===== config.mk =====
export PLATFORM = sky130hd
export DESIGN_NAME = cache_axi_arbiter_flat
export DESIGN_NICKNAME = d
export VERILOG_FILES = /design/src/rtl/cache_axi_arbiter_pkg.sv /design/src/rtl/cache_axi_arbiter_if.sv /design/src/rtl/cache_axi_arbiter_prio_sel.sv /design/src/rtl/cache_axi_arbiter.sv /design/src/flat_wrapper.sv
export SDC_FILE = /design/constraint.sdc
export NUM_CORES = 1
export LEC_CHECK = 0
export CAP_MARGIN = 15
export CORE_AREA = 2 2 425 427
export CTS_BUF_LIST = sky130_fd_sc_hd__clkbuf_4 sky130_fd_sc_hd__clkbuf_8 sky130_fd_sc_hd__clkbuf_16
export DETAILED_ROUTE_END_ITERATION = 10
export DIE_AREA = 0 0 427 429
export GPL_TIMING_DRIVEN = 1
export HOLD_SLACK_MARGIN = 0.08
export SYNTH_ARGS = -nofsm -noshare
export SYNTH_HDL_FRONTEND = slang
export SYNTH_HIERARCHICAL = 1
export SYNTH_SLANG_ARGS = --single-unit

===== constraint.sdc =====
create_clock -name clk -period 5.1 [get_ports clk]
set_input_delay 0.51 -clock clk [delete_from_list [all_inputs] [get_ports clk]]
set_output_delay 0.51 -clock clk [all_outputs]
set_load 0.1 [all_outputs]

===== src/rtl/cache_axi_arbiter_pkg.sv =====
// rtl/cache_axi_arbiter_pkg.sv - shared types and source indices for the cache AXI arbiter
package cache_arb_pkg;

  typedef enum logic [2:0] {
    IDLE   = 3'd0,
    ISSUE  = 3'd1,
    WAIT_R = 3'd2,
    WAIT_W = 3'd3,
    RESP   = 3'd4
  } arb_state_t;

  typedef enum logic [2:0] {
    OWN_NONE       = 3'd0,
    OWN_ICACHE     = 3'd1,
    OWN_DCACHE_RD  = 3'd2,
    OWN_DCACHE_WR  = 3'd3,
    OWN_UNCACHE_RD = 3'd4,
    OWN_UNCACHE_WR = 3'd5
  } owner_t;

  // Request vector bit positions, listed from highest to lowest fixed priority.
  localparam int SRC_DC_WR = 0;
  localparam int SRC_UC_WR = 1;
  localparam int SRC_DC_RD = 2;
  localparam int SRC_UC_RD = 3;
  localparam int SRC_IC_RD = 4;
  localparam int NUM_SRC   = 5;

  function automatic owner_t gnt_to_owner(input logic [NUM_SRC-1:0] gnt);
    if (gnt[SRC_DC_WR]) return OWN_DCACHE_WR;
    if (gnt[SRC_UC_WR]) return OWN_UNCACHE_WR;
    if (gnt[SRC_DC_RD]) return OWN_DCACHE_RD;
    if (gnt[SRC_UC_RD]) return OWN_UNCACHE_RD;
    if (gnt[SRC_IC_RD]) return OWN_ICACHE;
    return OWN_NONE;
  endfunction

endpackage


===== src/rtl/cache_axi_arbiter_if.sv =====
// rtl/cache_axi_arbiter_if.sv - requester-side bus interfaces (line ports and uncached word port)
interface AXI_Bus_Interface #(
  parameter int DATA_W = 128
);
  logic              rd_req;
  logic              rd_rdy;
  logic [31:0]       rd_addr;
  logic              ret_valid;
  logic [DATA_W-1:0] ret_data;
  logic              wr_req;
  logic              wr_rdy;
  logic [31:0]       wr_addr;
  logic [DATA_W-1:0] wr_data;
  logic              wr_valid;

  modport master (
    output rd_req, rd_addr, wr_req, wr_addr, wr_data,
    input  rd_rdy, ret_valid, ret_data, wr_rdy, wr_valid
  );
  modport slave (
    input  rd_req, rd_addr, wr_req, wr_addr, wr_data,
    output rd_rdy, ret_valid, ret_data, wr_rdy, wr_valid
  );
endinterface

interface AXI_UNCACHE_Interface #(
  parameter int DATA_W = 32
);
  logic              rd_req;
  logic              rd_rdy;
  logic [31:0]       rd_addr;
  logic              ret_valid;
  logic [DATA_W-1:0] ret_data;
  logic              wr_req;
  logic              wr_rdy;
  logic [31:0]       wr_addr;
  logic [DATA_W-1:0] wr_data;
  logic              wr_valid;

  modport master (
    output rd_req, rd_addr, wr_req, wr_addr, wr_data,
    input  rd_rdy, ret_valid, ret_data, wr_rdy, wr_valid
  );
  modport slave (
    input  rd_req, rd_addr, wr_req, wr_addr, wr_data,
    output rd_rdy, ret_valid, ret_data, wr_rdy, wr_valid
  );
endinterface


===== src/rtl/cache_axi_arbiter_prio_sel.sv =====
// rtl/cache_axi_arbiter_prio_sel.sv - one-hot winner select; writes always win over reads
// CACHE_ARB_RR_EN: reads rotate starting after the last-granted read owner.
import cache_arb_pkg::*;

module arb_prio_sel (
  input  logic [NUM_SRC-1:0] req_i,
  input  logic [1:0]         rr_ptr_i,
  output logic [NUM_SRC-1:0] gnt_o
);

  logic [2:0] rd_req;
  logic [2:0] rd_gnt;

  // rd_req/rd_gnt bit 0 = dcache, 1 = uncache, 2 = icache
  assign rd_req = req_i[SRC_IC_RD:SRC_DC_RD];

`ifdef CACHE_ARB_RR_EN
  always_comb begin
    rd_gnt = 3'b000;
    case (rr_ptr_i)
      2'd0: begin
        if (rd_req[1])      rd_gnt = 3'b010;
        else if (rd_req[2]) rd_gnt = 3'b100;
        else if (rd_req[0]) rd_gnt = 3'b001;
      end
      2'd1: begin
        if (rd_req[2])      rd_gnt = 3'b100;
        else if (rd_req[0]) rd_gnt = 3'b001;
        else if (rd_req[1]) rd_gnt = 3'b010;
      end
      default: begin
        if (rd_req[0])      rd_gnt = 3'b001;
        else if (rd_req[1]) rd_gnt = 3'b010;
        else if (rd_req[2]) rd_gnt = 3'b100;
      end
    endcase
  end
`else
  logic unused_rr_ptr;
  assign unused_rr_ptr = ^rr_ptr_i;

  always_comb begin
    rd_gnt = 3'b000;
    if (rd_req[0])      rd_gnt = 3'b001;
    else if (rd_req[1]) rd_gnt = 3'b010;
    else if (rd_req[2]) rd_gnt = 3'b100;
  end
`endif

  always_comb begin
    gnt_o = '0;
    if (req_i[SRC_DC_WR])      gnt_o[SRC_DC_WR] = 1'b1;
    else if (req_i[SRC_UC_WR]) gnt_o[SRC_UC_WR] = 1'b1;
    else                       gnt_o[SRC_IC_RD:SRC_DC_RD] = rd_gnt;
  end

endmodule


===== src/rtl/cache_axi_arbiter.sv =====
// rtl/cache_axi_arbiter.sv - one-outstanding arbiter of icache/dcache/uncache onto the AXI bridge
// CACHE_ARB_RR_EN: builds the read round-robin pointer.
import cache_arb_pkg::*;

module cache_axi_arbiter #(
  parameter int LINE_W = 128,
  parameter int WORD_W = 32
) (
  input  logic                 clk,
  input  logic                 rst,
  AXI_Bus_Interface.slave      icache_bus,
  AXI_Bus_Interface.slave      dcache_bus,
  AXI_UNCACHE_Interface.slave  uncache_bus,
  output logic                 bus_req,
  output logic                 bus_we,
  output logic                 bus_line,
  output logic [31:0]          bus_addr,
  output logic [LINE_W-1:0]    bus_wdata,
  input  logic                 bus_addr_ok,
  input  logic                 bus_rvalid,
  input  logic [LINE_W-1:0]    bus_rdata,
  input  logic                 bus_bvalid
);

  arb_state_t          state_q, state_d;
  owner_t              owner_q, owner_d;
  logic                we_q, we_d;
  logic                line_q, line_d;
  logic [31:0]         addr_q, addr_d;
  logic [LINE_W-1:0]   wdata_q, wdata_d;
  logic [LINE_W-1:0]   data_q, data_d;

  logic [NUM_SRC-1:0]  req_vec;
  logic [NUM_SRC-1:0]  gnt;
  logic [NUM_SRC-1:0]  gnt_v;
  logic [1:0]          rr_ptr;
  logic [31:0]         sel_addr;
  logic                resp;

  logic unused_icache_wr;
  assign unused_icache_wr = ^{icache_bus.wr_req, icache_bus.wr_addr, icache_bus.wr_data};

  assign req_vec[SRC_DC_WR] = dcache_bus.wr_req;
  assign req_vec[SRC_UC_WR] = uncache_bus.wr_req;
  assign req_vec[SRC_DC_RD] = dcache_bus.rd_req;
  assign req_vec[SRC_UC_RD] = uncache_bus.rd_req;
  assign req_vec[SRC_IC_RD] = icache_bus.rd_req;

  arb_prio_sel u_prio_sel (
    .req_i    (req_vec),
    .rr_ptr_i (rr_ptr),
    .gnt_o    (gnt)
  );

  // A grant during reset would be lost, so rdy is held low while rst is high.
  assign gnt_v = (state_q == IDLE && !rst) ? gnt : '0;

  assign dcache_bus.wr_rdy  = gnt_v[SRC_DC_WR];
  assign uncache_bus.wr_rdy = gnt_v[SRC_UC_WR];
  assign dcache_bus.rd_rdy  = gnt_v[SRC_DC_RD];
  assign uncache_bus.rd_rdy = gnt_v[SRC_UC_RD];
  assign icache_bus.rd_rdy  = gnt_v[SRC_IC_RD];
  assign icache_bus.wr_rdy  = 1'b0;

`ifdef CACHE_ARB_RR_EN
  logic [1:0] rr_q, rr_d;

  always_comb begin
    rr_d = rr_q;
    if (gnt_v[SRC_DC_RD])      rr_d = 2'd0;
    else if (gnt_v[SRC_UC_RD]) rr_d = 2'd1;
    else if (gnt_v[SRC_IC_RD]) rr_d = 2'd2;
  end

  always_ff @(posedge clk) begin
    if (rst) rr_q <= 2'd2;
    else     rr_q <= rr_d;
  end

  assign rr_ptr = rr_q;
`else
  assign rr_ptr = 2'd2;
`endif

  always_comb begin
    sel_addr = '0;
    if (gnt_v[SRC_DC_WR])      sel_addr = dcache_bus.wr_addr;
    else if (gnt_v[SRC_UC_WR]) sel_addr = uncache_bus.wr_addr;
    else if (gnt_v[SRC_DC_RD]) sel_addr = dcache_bus.rd_addr;
    else if (gnt_v[SRC_UC_RD]) sel_addr = uncache_bus.rd_addr;
    else if (gnt_v[SRC_IC_RD]) sel_addr = icache_bus.rd_addr;
  end

  always_comb begin
    state_d = state_q;
    owner_d = owner_q;
    we_d    = we_q;
    line_d  = line_q;
    addr_d  = addr_q;
    wdata_d = wdata_q;
    data_d  = data_q;
    case (state_q)
      IDLE: begin
        if (gnt_v != '0) begin
          state_d = ISSUE;
          owner_d = gnt_to_owner(gnt_v);
          we_d    = gnt_v[SRC_DC_WR] | gnt_v[SRC_UC_WR];
          line_d  = !(gnt_v[SRC_UC_WR] | gnt_v[SRC_UC_RD]);
          addr_d  = sel_addr;
          if (gnt_v[SRC_DC_WR])      wdata_d = dcache_bus.wr_data;
          else if (gnt_v[SRC_UC_WR]) wdata_d = {{(LINE_W-WORD_W){1'b0}}, uncache_bus.wr_data};
          else                       wdata_d = '0;
        end
      end
      ISSUE: begin
        if (bus_addr_ok) state_d = we_q ? WAIT_W : WAIT_R;
      end
      WAIT_R: begin
        if (bus_rvalid) begin
          state_d = RESP;
          if (owner_q == OWN_UNCACHE_RD)
            data_d = {{(LINE_W-WORD_W){1'b0}}, bus_rdata[WORD_W-1:0]};
          else
            data_d = bus_rdata;
        end
      end
      WAIT_W: begin
        if (bus_bvalid) state_d = RESP;
      end
      RESP: begin
        state_d = IDLE;
        owner_d = OWN_NONE;
      end
      default: state_d = IDLE;
    endcase
  end

  always_ff @(posedge clk) begin
    if (rst) begin
      state_q <= IDLE;
      owner_q <= OWN_NONE;
      we_q    <= 1'b0;
      line_q  <= 1'b0;
      addr_q  <= '0;
      wdata_q <= '0;
      data_q  <= '0;
    end else begin
      state_q <= state_d;
      owner_q <= owner_d;
      we_q    <= we_d;
      line_q  <= line_d;
      addr_q  <= addr_d;
      wdata_q <= wdata_d;
      data_q  <= data_d;
    end
  end

  assign bus_req   = (state_q == ISSUE);
  assign bus_we    = we_q;
  assign bus_line  = line_q;
  assign bus_addr  = addr_q;
  assign bus_wdata = wdata_q;

  assign resp = (state_q == RESP);

  assign icache_bus.ret_valid  = resp && (owner_q == OWN_ICACHE);
  assign icache_bus.ret_data   = data_q;
  assign icache_bus.wr_valid   = 1'b0;

  assign dcache_bus.ret_valid  = resp && (owner_q == OWN_DCACHE_RD);
  assign dcache_bus.wr_valid   = resp && (owner_q == OWN_DCACHE_WR);
  assign dcache_bus.ret_data   = data_q;

  assign uncache_bus.ret_valid = resp && (owner_q == OWN_UNCACHE_RD);
  assign uncache_bus.wr_valid  = resp && (owner_q == OWN_UNCACHE_WR);
  assign uncache_bus.ret_data  = data_q[WORD_W-1:0];

endmodule


===== src/flat_wrapper.sv =====
// flat-port wrapper written by rule: the top's interface ports become plain ports
module cache_axi_arbiter_flat 
#(
  parameter int LINE_W = 128,
  parameter int WORD_W = 32
)
  (clk, rst, bus_req, bus_we, bus_line, bus_addr, bus_wdata, bus_addr_ok, bus_rvalid, bus_rdata, bus_bvalid, icache_bus_rd_req, icache_bus_rd_addr, icache_bus_wr_req, icache_bus_wr_addr, icache_bus_wr_data, icache_bus_rd_rdy, icache_bus_ret_valid, icache_bus_ret_data, icache_bus_wr_rdy, icache_bus_wr_valid, dcache_bus_rd_req, dcache_bus_rd_addr, dcache_bus_wr_req, dcache_bus_wr_addr, dcache_bus_wr_data, dcache_bus_rd_rdy, dcache_bus_ret_valid, dcache_bus_ret_data, dcache_bus_wr_rdy, dcache_bus_wr_valid, uncache_bus_rd_req, uncache_bus_rd_addr, uncache_bus_wr_req, uncache_bus_wr_addr, uncache_bus_wr_data, uncache_bus_rd_rdy, uncache_bus_ret_valid, uncache_bus_ret_data, uncache_bus_wr_rdy, uncache_bus_wr_valid);
  AXI_Bus_Interface #(.DATA_W(128)) icache_bus_i ();
  AXI_Bus_Interface #(.DATA_W(128)) dcache_bus_i ();
  AXI_UNCACHE_Interface #(.DATA_W(32)) uncache_bus_i ();
  input  logic clk;
  input  logic rst;
  output logic bus_req;
  output logic bus_we;
  output logic bus_line;
  output logic [31:0] bus_addr;
  output logic [LINE_W-1:0] bus_wdata;
  input  logic bus_addr_ok;
  input  logic bus_rvalid;
  input  logic [LINE_W-1:0] bus_rdata;
  input  logic bus_bvalid;
  input wire logic [$bits(icache_bus_i.rd_req)-1:0] icache_bus_rd_req;
  input wire logic [$bits(icache_bus_i.rd_addr)-1:0] icache_bus_rd_addr;
  input wire logic [$bits(icache_bus_i.wr_req)-1:0] icache_bus_wr_req;
  input wire logic [$bits(icache_bus_i.wr_addr)-1:0] icache_bus_wr_addr;
  input wire logic [$bits(icache_bus_i.wr_data)-1:0] icache_bus_wr_data;
  output wire logic [$bits(icache_bus_i.rd_rdy)-1:0] icache_bus_rd_rdy;
  output wire logic [$bits(icache_bus_i.ret_valid)-1:0] icache_bus_ret_valid;
  output wire logic [$bits(icache_bus_i.ret_data)-1:0] icache_bus_ret_data;
  output wire logic [$bits(icache_bus_i.wr_rdy)-1:0] icache_bus_wr_rdy;
  output wire logic [$bits(icache_bus_i.wr_valid)-1:0] icache_bus_wr_valid;
  input wire logic [$bits(dcache_bus_i.rd_req)-1:0] dcache_bus_rd_req;
  input wire logic [$bits(dcache_bus_i.rd_addr)-1:0] dcache_bus_rd_addr;
  input wire logic [$bits(dcache_bus_i.wr_req)-1:0] dcache_bus_wr_req;
  input wire logic [$bits(dcache_bus_i.wr_addr)-1:0] dcache_bus_wr_addr;
  input wire logic [$bits(dcache_bus_i.wr_data)-1:0] dcache_bus_wr_data;
  output wire logic [$bits(dcache_bus_i.rd_rdy)-1:0] dcache_bus_rd_rdy;
  output wire logic [$bits(dcache_bus_i.ret_valid)-1:0] dcache_bus_ret_valid;
  output wire logic [$bits(dcache_bus_i.ret_data)-1:0] dcache_bus_ret_data;
  output wire logic [$bits(dcache_bus_i.wr_rdy)-1:0] dcache_bus_wr_rdy;
  output wire logic [$bits(dcache_bus_i.wr_valid)-1:0] dcache_bus_wr_valid;
  input wire logic [$bits(uncache_bus_i.rd_req)-1:0] uncache_bus_rd_req;
  input wire logic [$bits(uncache_bus_i.rd_addr)-1:0] uncache_bus_rd_addr;
  input wire logic [$bits(uncache_bus_i.wr_req)-1:0] uncache_bus_wr_req;
  input wire logic [$bits(uncache_bus_i.wr_addr)-1:0] uncache_bus_wr_addr;
  input wire logic [$bits(uncache_bus_i.wr_data)-1:0] uncache_bus_wr_data;
  output wire logic [$bits(uncache_bus_i.rd_rdy)-1:0] uncache_bus_rd_rdy;
  output wire logic [$bits(uncache_bus_i.ret_valid)-1:0] uncache_bus_ret_valid;
  output wire logic [$bits(uncache_bus_i.ret_data)-1:0] uncache_bus_ret_data;
  output wire logic [$bits(uncache_bus_i.wr_rdy)-1:0] uncache_bus_wr_rdy;
  output wire logic [$bits(uncache_bus_i.wr_valid)-1:0] uncache_bus_wr_valid;
  assign icache_bus_i.rd_req = icache_bus_rd_req;
  assign icache_bus_i.rd_addr = icache_bus_rd_addr;
  assign icache_bus_i.wr_req = icache_bus_wr_req;
  assign icache_bus_i.wr_addr = icache_bus_wr_addr;
  assign icache_bus_i.wr_data = icache_bus_wr_data;
  assign icache_bus_rd_rdy = icache_bus_i.rd_rdy;
  assign icache_bus_ret_valid = icache_bus_i.ret_valid;
  assign icache_bus_ret_data = icache_bus_i.ret_data;
  assign icache_bus_wr_rdy = icache_bus_i.wr_rdy;
  assign icache_bus_wr_valid = icache_bus_i.wr_valid;
  assign dcache_bus_i.rd_req = dcache_bus_rd_req;
  assign dcache_bus_i.rd_addr = dcache_bus_rd_addr;
  assign dcache_bus_i.wr_req = dcache_bus_wr_req;
  assign dcache_bus_i.wr_addr = dcache_bus_wr_addr;
  assign dcache_bus_i.wr_data = dcache_bus_wr_data;
  assign dcache_bus_rd_rdy = dcache_bus_i.rd_rdy;
  assign dcache_bus_ret_valid = dcache_bus_i.ret_valid;
  assign dcache_bus_ret_data = dcache_bus_i.ret_data;
  assign dcache_bus_wr_rdy = dcache_bus_i.wr_rdy;
  assign dcache_bus_wr_valid = dcache_bus_i.wr_valid;
  assign uncache_bus_i.rd_req = uncache_bus_rd_req;
  assign uncache_bus_i.rd_addr = uncache_bus_rd_addr;
  assign uncache_bus_i.wr_req = uncache_bus_wr_req;
  assign uncache_bus_i.wr_addr = uncache_bus_wr_addr;
  assign uncache_bus_i.wr_data = uncache_bus_wr_data;
  assign uncache_bus_rd_rdy = uncache_bus_i.rd_rdy;
  assign uncache_bus_ret_valid = uncache_bus_i.ret_valid;
  assign uncache_bus_ret_data = uncache_bus_i.ret_data;
  assign uncache_bus_wr_rdy = uncache_bus_i.wr_rdy;
  assign uncache_bus_wr_valid = uncache_bus_i.wr_valid;
  cache_axi_arbiter #(.LINE_W(LINE_W), .WORD_W(WORD_W)) u_core (.clk(clk), .rst(rst), .icache_bus(icache_bus_i), .dcache_bus(dcache_bus_i), .uncache_bus(uncache_bus_i), .bus_req(bus_req), .bus_we(bus_we), .bus_line(bus_line), .bus_addr(bus_addr), .bus_wdata(bus_wdata), .bus_addr_ok(bus_addr_ok), .bus_rvalid(bus_rvalid), .bus_rdata(bus_rdata), .bus_bvalid(bus_bvalid));
endmodule

==> flow_summary.yaml <==
worst_setup_path:
  cpMaxStageDelayCell: "clkdlybuf4s50_1"
  start_kind: "flop"
  critPathMaxStageDelay_ps: 1220
  worst-endpoint-required_ps: 4590
  critPathKind: "flop to output pin"
  path_buf_inv: 1
  path_max_fanout: 35
  end_kind: "output pin"
  crit_chain: "or3_1 > nor2_1 > and2_4 > clkdlybuf4s50_1"
  crit_family: "buffers and inverters"
  arrival_ps: 3400
final_layout:
  finish.utilization_pct: 13.50
  seq_area_um2: 5926
  fillers: 20280
  nNetsFinal: 2647
  area_growth_pct: 96.15
  layout-drive-gt1-share_pct: 9.966
  final_cell_mix: "clkdlybuf4s50_1, dfxtp_1, a22oi_1"
  final_common_cell: "clkdlybuf4s50_1"
  multi_input_area_um2: 4583
sta:
  rsz0062_at_grt: "false"
  maxSlewViolCount: 0
  holdWs_ps: 296.4
  hold_violations: 0
  worstMarginPinSlew_ps: 1205
  tns_ps: 0
  fin_crit_sh_pct: 76.70
  worst_slack_ps: 1188
  finClkSkew_ps: 29.27
  setup_viol: 0
  period_needed_ps: 3912
  relSlewSlack_pct: 19.41
  clock.fmax_ghz: 0.2556
drt:
  vias: 13720
  routed_wl_um: 112500
  routed_via_density: 3.098
  drtIter0Drc: 1110
  dr.pass1.iters: 6
  wl_per_cell_um: 25.41
  drc: 0
  ant_nets: 0
pwr:
  power.share.clock_pct: 34.9
  power_frac_seq_pct: 30.6
  peakVddDrop_mv: 0.2482
  power_density_nw_per_um2: 359.4
  p_sw_share_pct: 41.69
  switching_power_mw: 3.600
  comb_power_share_pct: 34.5
  p_leak_nw: 7.980
  internal-power_mw: 5.036
yosys:
  synthCells: 1324
  synth_warnings: 6
  syn_area_per_cell_um2: 9.253
  syn-cell-area_um2: 12250
global_routing:
  grt_overflow: 0
  grt_max_degree: 87
  grt.total_usage_pct: 11.69
  antenna_found_initial: 81
  grt_pass1_vias: 13310
  grt_pass1_wl_um: 140000
clock_network:
  clk_path_buf_depth: 3
  cts_sinks: 296
  clk_pin_slew_worst_paths_ps: 50
  htreeDepth: 2
  tritoncts: "done"
  ctsHoldBuffers: 0
  cts_made_buffers: 40
  postCtsSetupBuffers: 0
  clk_latency_ps: 640
  cts_resized: 0
  cts_root_buf: "clkbuf_16"
floorplanning:
  start_util_pct: 6.881
  die_area_um2: 183200
  ios: 1082
  coreArea_um2: 178000
  die_x_um: 427
  rows: 155
  die-height_um: 429
job:
  cap_violations: 0
status:
  status: "completed"
placed_design:
  place_ws_ps: 1607
  gp_congestion: 0.8436
  port_buffers: 918
  place_hpwl_um: 96380
hold_path:
  hp-class: "primary input to flop"
==> area by class of cell <==
| type | count | share of cell area, % |
|---|---|---|
| well taps | 2355 | 12.26 |
| multi-input cells | 743 | 19.07 |
| repair buffers | 941 | 38.05 |
| inverters | 6 | 0.09373 |
| diodes | 16 | 0.1666 |
| clock inverters | 20 | 1.083 |
| clock buffers | 51 | 4.613 |
| flip-flops and latches | 296 | 24.66 |
==> worst register-to-register path, stage by stage (launching register included) <==
cell,delay [ps]
dfxtp_1,520
or3_1,430
nor2_1,140
and2_4,450
buf_4,720
a22o_1,400
==> power groups by stage <==
stage	logic (mW)	registers, mW	clock network, mW
6_report	2.98	2.64	3.02
5_1_grt	3.07	2.66	3.21
4_1_cts	3.00	2.64	3.15
3_5_place_dp	2.99	2.69	0
3_3_place_gp	2.98	2.69	0
2_1_floorplan	0.794	3.85	0
==> worst paths after layout <==
kind | from | cells after the start | to | slack [ps]
min | rst | 2 | u_core/dcache_bus.ret_data[22] | 300
max | u_core/state_q[1] | 4 | dcache_bus_wr_rdy | 1190
max reg2reg | u_core/state_q[1] | 5 | u_core/bus_wdata[123] | 2390
min reg2reg | u_core/bus_line | 2 | u_core/bus_line | 460
==> metrics by stage <==
step | power (mW) | area [um2] | instances
2_1_floorplan | 4.643 | 12250 | 1325
3_3_place_gp | 5.668 | 22620 | 4341
3_5_place_dp | 5.681 | 22620 | 4341
4_1_cts | 8.793 | 23990 | 4412
5_1_grt | 8.938 | 23990 | 4414
6_report | 8.636 | 24030 | 4428
==> registers in the layout, indices dropped and copies added, names as in the netlist <==
signal and cells:
u_core/bus_wdata 128, u_core/dcache_bus.ret_data 128, u_core/state_q 3, u_core/bus_line 1
u_core/bus_addr 32, u_core/owner_q 3, u_core/bus_we 1
==> layer usage <==
metal  global-route usage [%]  up-vias  part of all wire (%)  routed length [um]
met4                    3.290       88                   2.8                3171
met3                    7.506      222                    14               16290
met1                    11.22     6577                    32               36380
met5                        0        -                  0.55                 617
li1                         -     6041                     -                   -
met2                    20.45      791                    50               56070
Power figures use the tool's default switching activity.
